==> src/rtl/rr_burst_arbiter.sv <==
// Round-robin burst arbiter: NUM_REQ requesters share one valid/ready channel, each grant capped at MAX_BURST beats.
// Optional embedded assertions/covers are compiled in with `define RR_ARB_FORMAL_CHECKS_EN.

module rr_burst_arbiter_lane #(
  parameter int DATA_W = 8
) (
  input  logic              i_sel,
  input  logic              i_req,
  input  logic              i_ready,
  input  logic [DATA_W-1:0] i_data,
  output logic              o_vld,
  output logic              o_gnt,
  output logic [DATA_W-1:0] o_data
);
  // Data is gated by the select so non-owner payloads never reach the output OR tree.
  assign o_vld  = i_sel & i_req;
  assign o_gnt  = o_vld & i_ready;
  assign o_data = o_vld ? i_data : '0;
endmodule

module rr_burst_arbiter #(
  parameter int NUM_REQ   = 4,
  parameter int DATA_W    = 8,
  parameter int MAX_BURST = 8,
  localparam int OW = (NUM_REQ > 1) ? $clog2(NUM_REQ) : 1,
  localparam int CW = $clog2(MAX_BURST + 1)
) (
  input  logic                      clk,
  input  logic                      rst_n,
  input  logic [NUM_REQ-1:0]        req,
  input  logic [NUM_REQ*DATA_W-1:0] req_data,
  input  logic [NUM_REQ-1:0]        req_last,
  output logic [NUM_REQ-1:0]        gnt,
  output logic                      out_valid,
  output logic [DATA_W-1:0]         out_data,
  input  logic                      out_ready,
  output logic [OW-1:0]             out_owner,
  output logic                      busy
);

  typedef enum logic {IDLE, GRANT} state_t;

  state_t        r_state;
  logic [OW-1:0] r_owner;
  logic [OW-1:0] r_ptr;
  logic [CW-1:0] r_cnt;

  logic [2*NUM_REQ-1:0]             w_dbl;
  logic [OW-1:0]                    w_off;
  logic [OW:0]                      w_sum;
  logic [OW-1:0]                    w_win;
  logic [NUM_REQ-1:0]               w_sel;
  logic [NUM_REQ-1:0]               w_vld;
  logic [NUM_REQ-1:0][DATA_W-1:0]   w_lane_data;
  logic                             w_own_req;
  logic                             w_last;
  logic                             w_xfer;
  logic                             w_rel;

  // Rotate requests so bit 0 is the requester at ptr; lowest set bit wins.
  assign w_dbl = {req, req} >> r_ptr;

  always_comb begin
    w_off = '0;
    for (int k = NUM_REQ - 1; k >= 0; k--) begin
      if (w_dbl[k]) w_off = OW'(k);
    end
  end

  assign w_sum = {1'b0, r_ptr} + {1'b0, w_off};
  assign w_win = (w_sum >= (OW+1)'(NUM_REQ)) ? OW'(w_sum - (OW+1)'(NUM_REQ)) : OW'(w_sum);

  genvar gi;
  generate
    for (gi = 0; gi < NUM_REQ; gi++) begin : g_lane
      assign w_sel[gi] = (r_state == GRANT) && (r_owner == OW'(gi));
      rr_burst_arbiter_lane #(.DATA_W(DATA_W)) u_lane (
        .i_sel   (w_sel[gi]),
        .i_req   (req[gi]),
        .i_ready (out_ready),
        .i_data  (req_data[gi*DATA_W +: DATA_W]),
        .o_vld   (w_vld[gi]),
        .o_gnt   (gnt[gi]),
        .o_data  (w_lane_data[gi])
      );
    end
  endgenerate

  always_comb begin
    out_data = '0;
    for (int i = 0; i < NUM_REQ; i++) out_data = out_data | w_lane_data[i];
  end

  assign out_valid = |w_vld;
  assign busy      = (r_state == GRANT);
  assign out_owner = r_owner;
  assign w_own_req = |(w_sel & req);
  assign w_last    = |(w_sel & req_last);
  assign w_xfer    = out_valid & out_ready;
  assign w_rel     = !w_own_req || (w_xfer && (w_last || (r_cnt == CW'(MAX_BURST - 1))));

  always_ff @(posedge clk or negedge rst_n) begin
    if (!rst_n) begin
      r_state <= IDLE;
      r_owner <= '0;
      r_ptr   <= '0;
      r_cnt   <= '0;
    end else begin
      case (r_state)
        IDLE: begin
          if (|req) begin
            r_owner <= w_win;
            r_cnt   <= '0;
            r_state <= GRANT;
          end
        end
        GRANT: begin
          if (w_rel) begin
            // Releasing owner drops to lowest priority for the next arbitration.
            r_state <= IDLE;
            r_cnt   <= '0;
            r_ptr   <= (r_owner == OW'(NUM_REQ - 1)) ? '0 : r_owner + OW'(1);
          end else if (w_xfer) begin
            r_cnt <= r_cnt + CW'(1);
          end
        end
        default: r_state <= IDLE;
      endcase
    end
  end

`ifdef RR_ARB_FORMAL_CHECKS_EN
  default disable iff (!rst_n);

  a_gnt_onehot: assert property (@(posedge clk) $onehot0(gnt));
  a_gnt_owner:  assert property (@(posedge clk)
    (gnt != '0) |-> ((r_state == GRANT) && (gnt == (NUM_REQ'(1) << r_owner))));
  a_valid_busy: assert property (@(posedge clk) out_valid |-> busy);
  a_cnt_range:  assert property (@(posedge clk) r_cnt < CW'(MAX_BURST));
  a_owner_rng:  assert property (@(posedge clk) {1'b0, r_owner} < (OW+1)'(NUM_REQ));
  a_data_hold:  assert property (@(posedge clk)
    (out_valid && !out_ready) ##1 out_valid |-> $stable(out_data));

  c_forced: cover property (@(posedge clk)
    (r_state == GRANT) && w_xfer && !w_last && (r_cnt == CW'(MAX_BURST - 1)));

  generate
    for (gi = 0; gi < NUM_REQ; gi++) begin : g_fchk
      c_gnt: cover property (@(posedge clk) gnt[gi]);
`ifdef FORMAL
      m_data_stable: assume property (@(posedge clk)
        (w_sel[gi] && req[gi] && !gnt[gi]) |=> $stable(req_data[gi*DATA_W +: DATA_W]));
`endif
    end
  endgenerate
`endif

endmodule

==> config.mk <==
export PLATFORM = sky130hd
export DESIGN_NAME = rr_burst_arbiter
export DESIGN_NICKNAME = d
export VERILOG_FILES = /design/src/rtl/rr_burst_arbiter.sv
export SDC_FILE = /design/constraint.sdc
export NUM_CORES = 1
export LEC_CHECK = 0
export ABC_CLOCK_PERIOD_IN_PS = 2200
export CAP_MARGIN = 20
export CORE_UTILIZATION = 36
export CTS_BUF_LIST = sky130_fd_sc_hd__clkbuf_4 sky130_fd_sc_hd__clkbuf_8 sky130_fd_sc_hd__clkbuf_16
export CTS_CLUSTER_SIZE = 12
export DETAILED_ROUTE_END_ITERATION = 7
export PLACE_DENSITY = 0.74
export SLEW_MARGIN = 20
export SYNTH_ARGS = -nofsm -noshare
export SYNTH_HDL_FRONTEND = slang
export SYNTH_HIERARCHICAL = 1
export SYNTH_SLANG_ARGS = --single-unit
==> constraint.sdc <==
create_clock -name clk -period 2.2 [get_ports clk]
set_input_delay 0.33 -clock clk [delete_from_list [all_inputs] [get_ports clk]]
set_output_delay 0.33 -clock clk [all_outputs]
set_load 0.03 [all_outputs]
==> reports/results.ini <==
[pwr]
pwr-share-comb_pct=79.2
power_frac_clock_pct=5.5
ir_worst_vdd_uv=678
p_seq_share_pct=15.4
intPower_w=0.00137
powerDensity_nw_per_um2=1070
p_sw_share_pct=44.4
switchingPower_w=0.00109
leakage_nw=1.08

[status]
violations=negative setup slack
status=finished with violations

[drt]
drt-initial-drc-count=69
drt-total-wl_um=4860
vias_per_cell=5.44
drc_errors=0
drtPass1Iterations=4
wl_per_cell_um=17.3
ant_nets=0
vias=1529

[critical_path]
path_max_fanout=5
required_ps=1870
crit_start=out_owner[0]$_DFFE_PN0P_
r2r_cells=10
crit_type=flop to output port
end_kind=output port
endpoint=out_data[2]
cp-start-kind=flop
cp_data_arrival_time_ps=2000
reg2reg_from=out_owner[1]$_DFFE_PN0P_
r2r-end=r_cnt[0]$_DFFE_PN0P_
regToRegSetupSlack_ps=-70

[final_layout]
design_area_um2=2300
final_nets=287
layout_common_cells=clkdlybuf4s50_1, buf_4, and3_1
nFillCells=215
fin_cells=281
final_layout_size_suffix_gt1_share_pct=44.3
layout_commonest_cell=clkdlybuf4s50_1
area_growth_pct=102
diodes=0

[cts]
cts_made_buffers=3
cts.sinks=9
cts_tree=done
clk_latency_ps=250
cts_max_level=1
root_buffer=clkbuf_4
clockBufferDepth=2
clk_pin_slew_ps=60

[synth]
syn_nets=191
synthArstFlopShare_pct=100
yosysWarnings=6
synthCells=142
ys_types=45
postSynthAreaPerCell_um2=8.03
synth-seq-cells=9
synth_flop_cell=dfrtp_1
synth_edf_count=0
synth_area_um2=1140
ys_seq_area_share_pct=19.8

[grt]
grt_use_total_pct=27.1
grt_max_degree=13
first_global_vias=1563
grt_antenna_before_repair=0
overflow=0
grt_pass1_wl_um=7130

[placement]
place_area_um2=1970
dp_hpwl_um=3140
io_buffers=58
pre_cts_slack_ps=-444
numPlacedInstances=265
gp_congestion=0.832

[timing]
fin_ws_ps=-129
skew_ps=3.45
fmax_mhz=429
tns_ps=-1240
relSlewSlack_pct=72.8
rsz0062_at_grt=true
worst_slew_pin_slew_ps=407
period_needed_ps=2330
period_share_pct=106
maxSlewViolCount=0
finalSetupViolCount=15
timing_hold_violations_final=0

[floorplan]
io_pins=59
dieWidth_um=58.3
core_area_um2=3030
row_count=20
die_h_um=58.3
dieArea_um2=3400
start_util_pct=37.6

[run]
maxCapViolCount=0

[worst_hold_path]
min_path_type=primary input to asynchronous set/reset pin

==> what timing repair did <==
item / 4_1_cts / 5_1_grt
hold buffers: 0 / 0
endpoints found under the setup margin: 16 / 17
setup buffers: 5 / 4
gates cloned: 2 / 1
pin swaps: 8 / 9
gates resized for setup: 89 / 32
==> power groups by stage <==
| stage | Sequential (W) | Clock, W | Combinational, W |
|---|---|---|---|
| 4_1_cts | 0.000353 | 0.000141 | 0.00173 |
| 6_report | 0.000378 | 0.000134 | 0.00195 |
| 2_1_floorplan | 0.000351 | 0 | 0.000840 |
| 5_1_grt | 0.000386 | 0.000149 | 0.00207 |
| 3_3_place_gp | 0.000323 | 0 | 0.00144 |
| 3_5_place_dp | 0.000333 | 0 | 0.00148 |
==> logic make-up (layout without fill, tap and decap cells) <==
group	count (synthesis)	after routing	share of synthesized area, %
flops	9	9	19.8
fa+ha+maj	6	6	6.59
xor+xnor	1	1	0.769
compound gates	29	29	18.6
buf+inv	9	101	3.51
simple gates	84	87	47.1
mux	4	4	3.73
==> routing by layer <==
metal,vias up,routed length [um],track usage [%]
li1,742,-,-
met2,66,2480,49.6
met3,6,320,3.79
met1,715,2020,32.7
met5,-,0,0
met4,0,46,8.16
==> sequential cells by signal (all words and copies together), names as in the netlist <==
| name | count |
|---|---|
| busy | 1 |
| r_cnt | 4 |
| r_ptr | 2 |
| out_owner | 2 |
==> worst min-delay path by stage <==
stage                                     from              endpoint  slack, ps  cells past startpoint
final                                    rst_n  r_cnt[0]$_DFFE_PN0P_        370                      1
after global routing                     rst_n        busy$_DFF_PN0_        400                      1
after CTS                                rst_n  r_cnt[0]$_DFFE_PN0P_        370                      1
after detailed placement  r_cnt[1]$_DFFE_PN0P_  r_cnt[1]$_DFFE_PN0P_        550                      2
after global placement    r_cnt[0]$_DFFE_PN0P_  r_cnt[0]$_DFFE_PN0P_        490                      1
after floorplan                          rst_n        busy$_DFF_PN0_         30                      0
==> worst max-delay path, stage by stage, from the launching register on <==
cell	delay (ps)
dfrtp_2	480
inv_4	80
ha_4	170
and2_4	170
and3_4	170
or4_4	520
buf_6	160
==> metrics by stage <==
stage | hold WS (ps) | total power (W) | utilization [%]
floorplan | 34.4 | 0.00119 | -
global placement | 493 | 0.00177 | 65.1
detailed placement | 546 | 0.00181 | 65.1
CTS | 375 | 0.00223 | 70.9
global route | 402 | 0.00260 | 76.1
finish | 373 | 0.00246 | 76.1
==> Yosys cell counts (3+ instances only) <==
cell type,number,share of area (%)
and3_1,36,20
nand2_1,6,2.0
or4_1,11,7.2
a22oi_1,4,2.6
a21oi_1,4,1.8
and2_2,4,2.6
nor2_1,4,1.3
and2_1,5,2.7
nand3b_1,3,2.0
inv_1,5,1.6
o21ai_0,3,1.3
ha_1,6,6.6
dfrtp_1,9,20
==> final cells by class <==
cell class              count  area [um^2]  share of cell area [%]
inverters                   5         23.8                    1.03
flip-flops and latches      9          229                    9.93
well taps                  44         55.1                    2.39
clock buffers               4         30.0                    1.30
repair buffers             92          861                    37.4
multi-input cells         127         1110                    48.0
No activity file was read; power rests on OpenSTA's default activity.
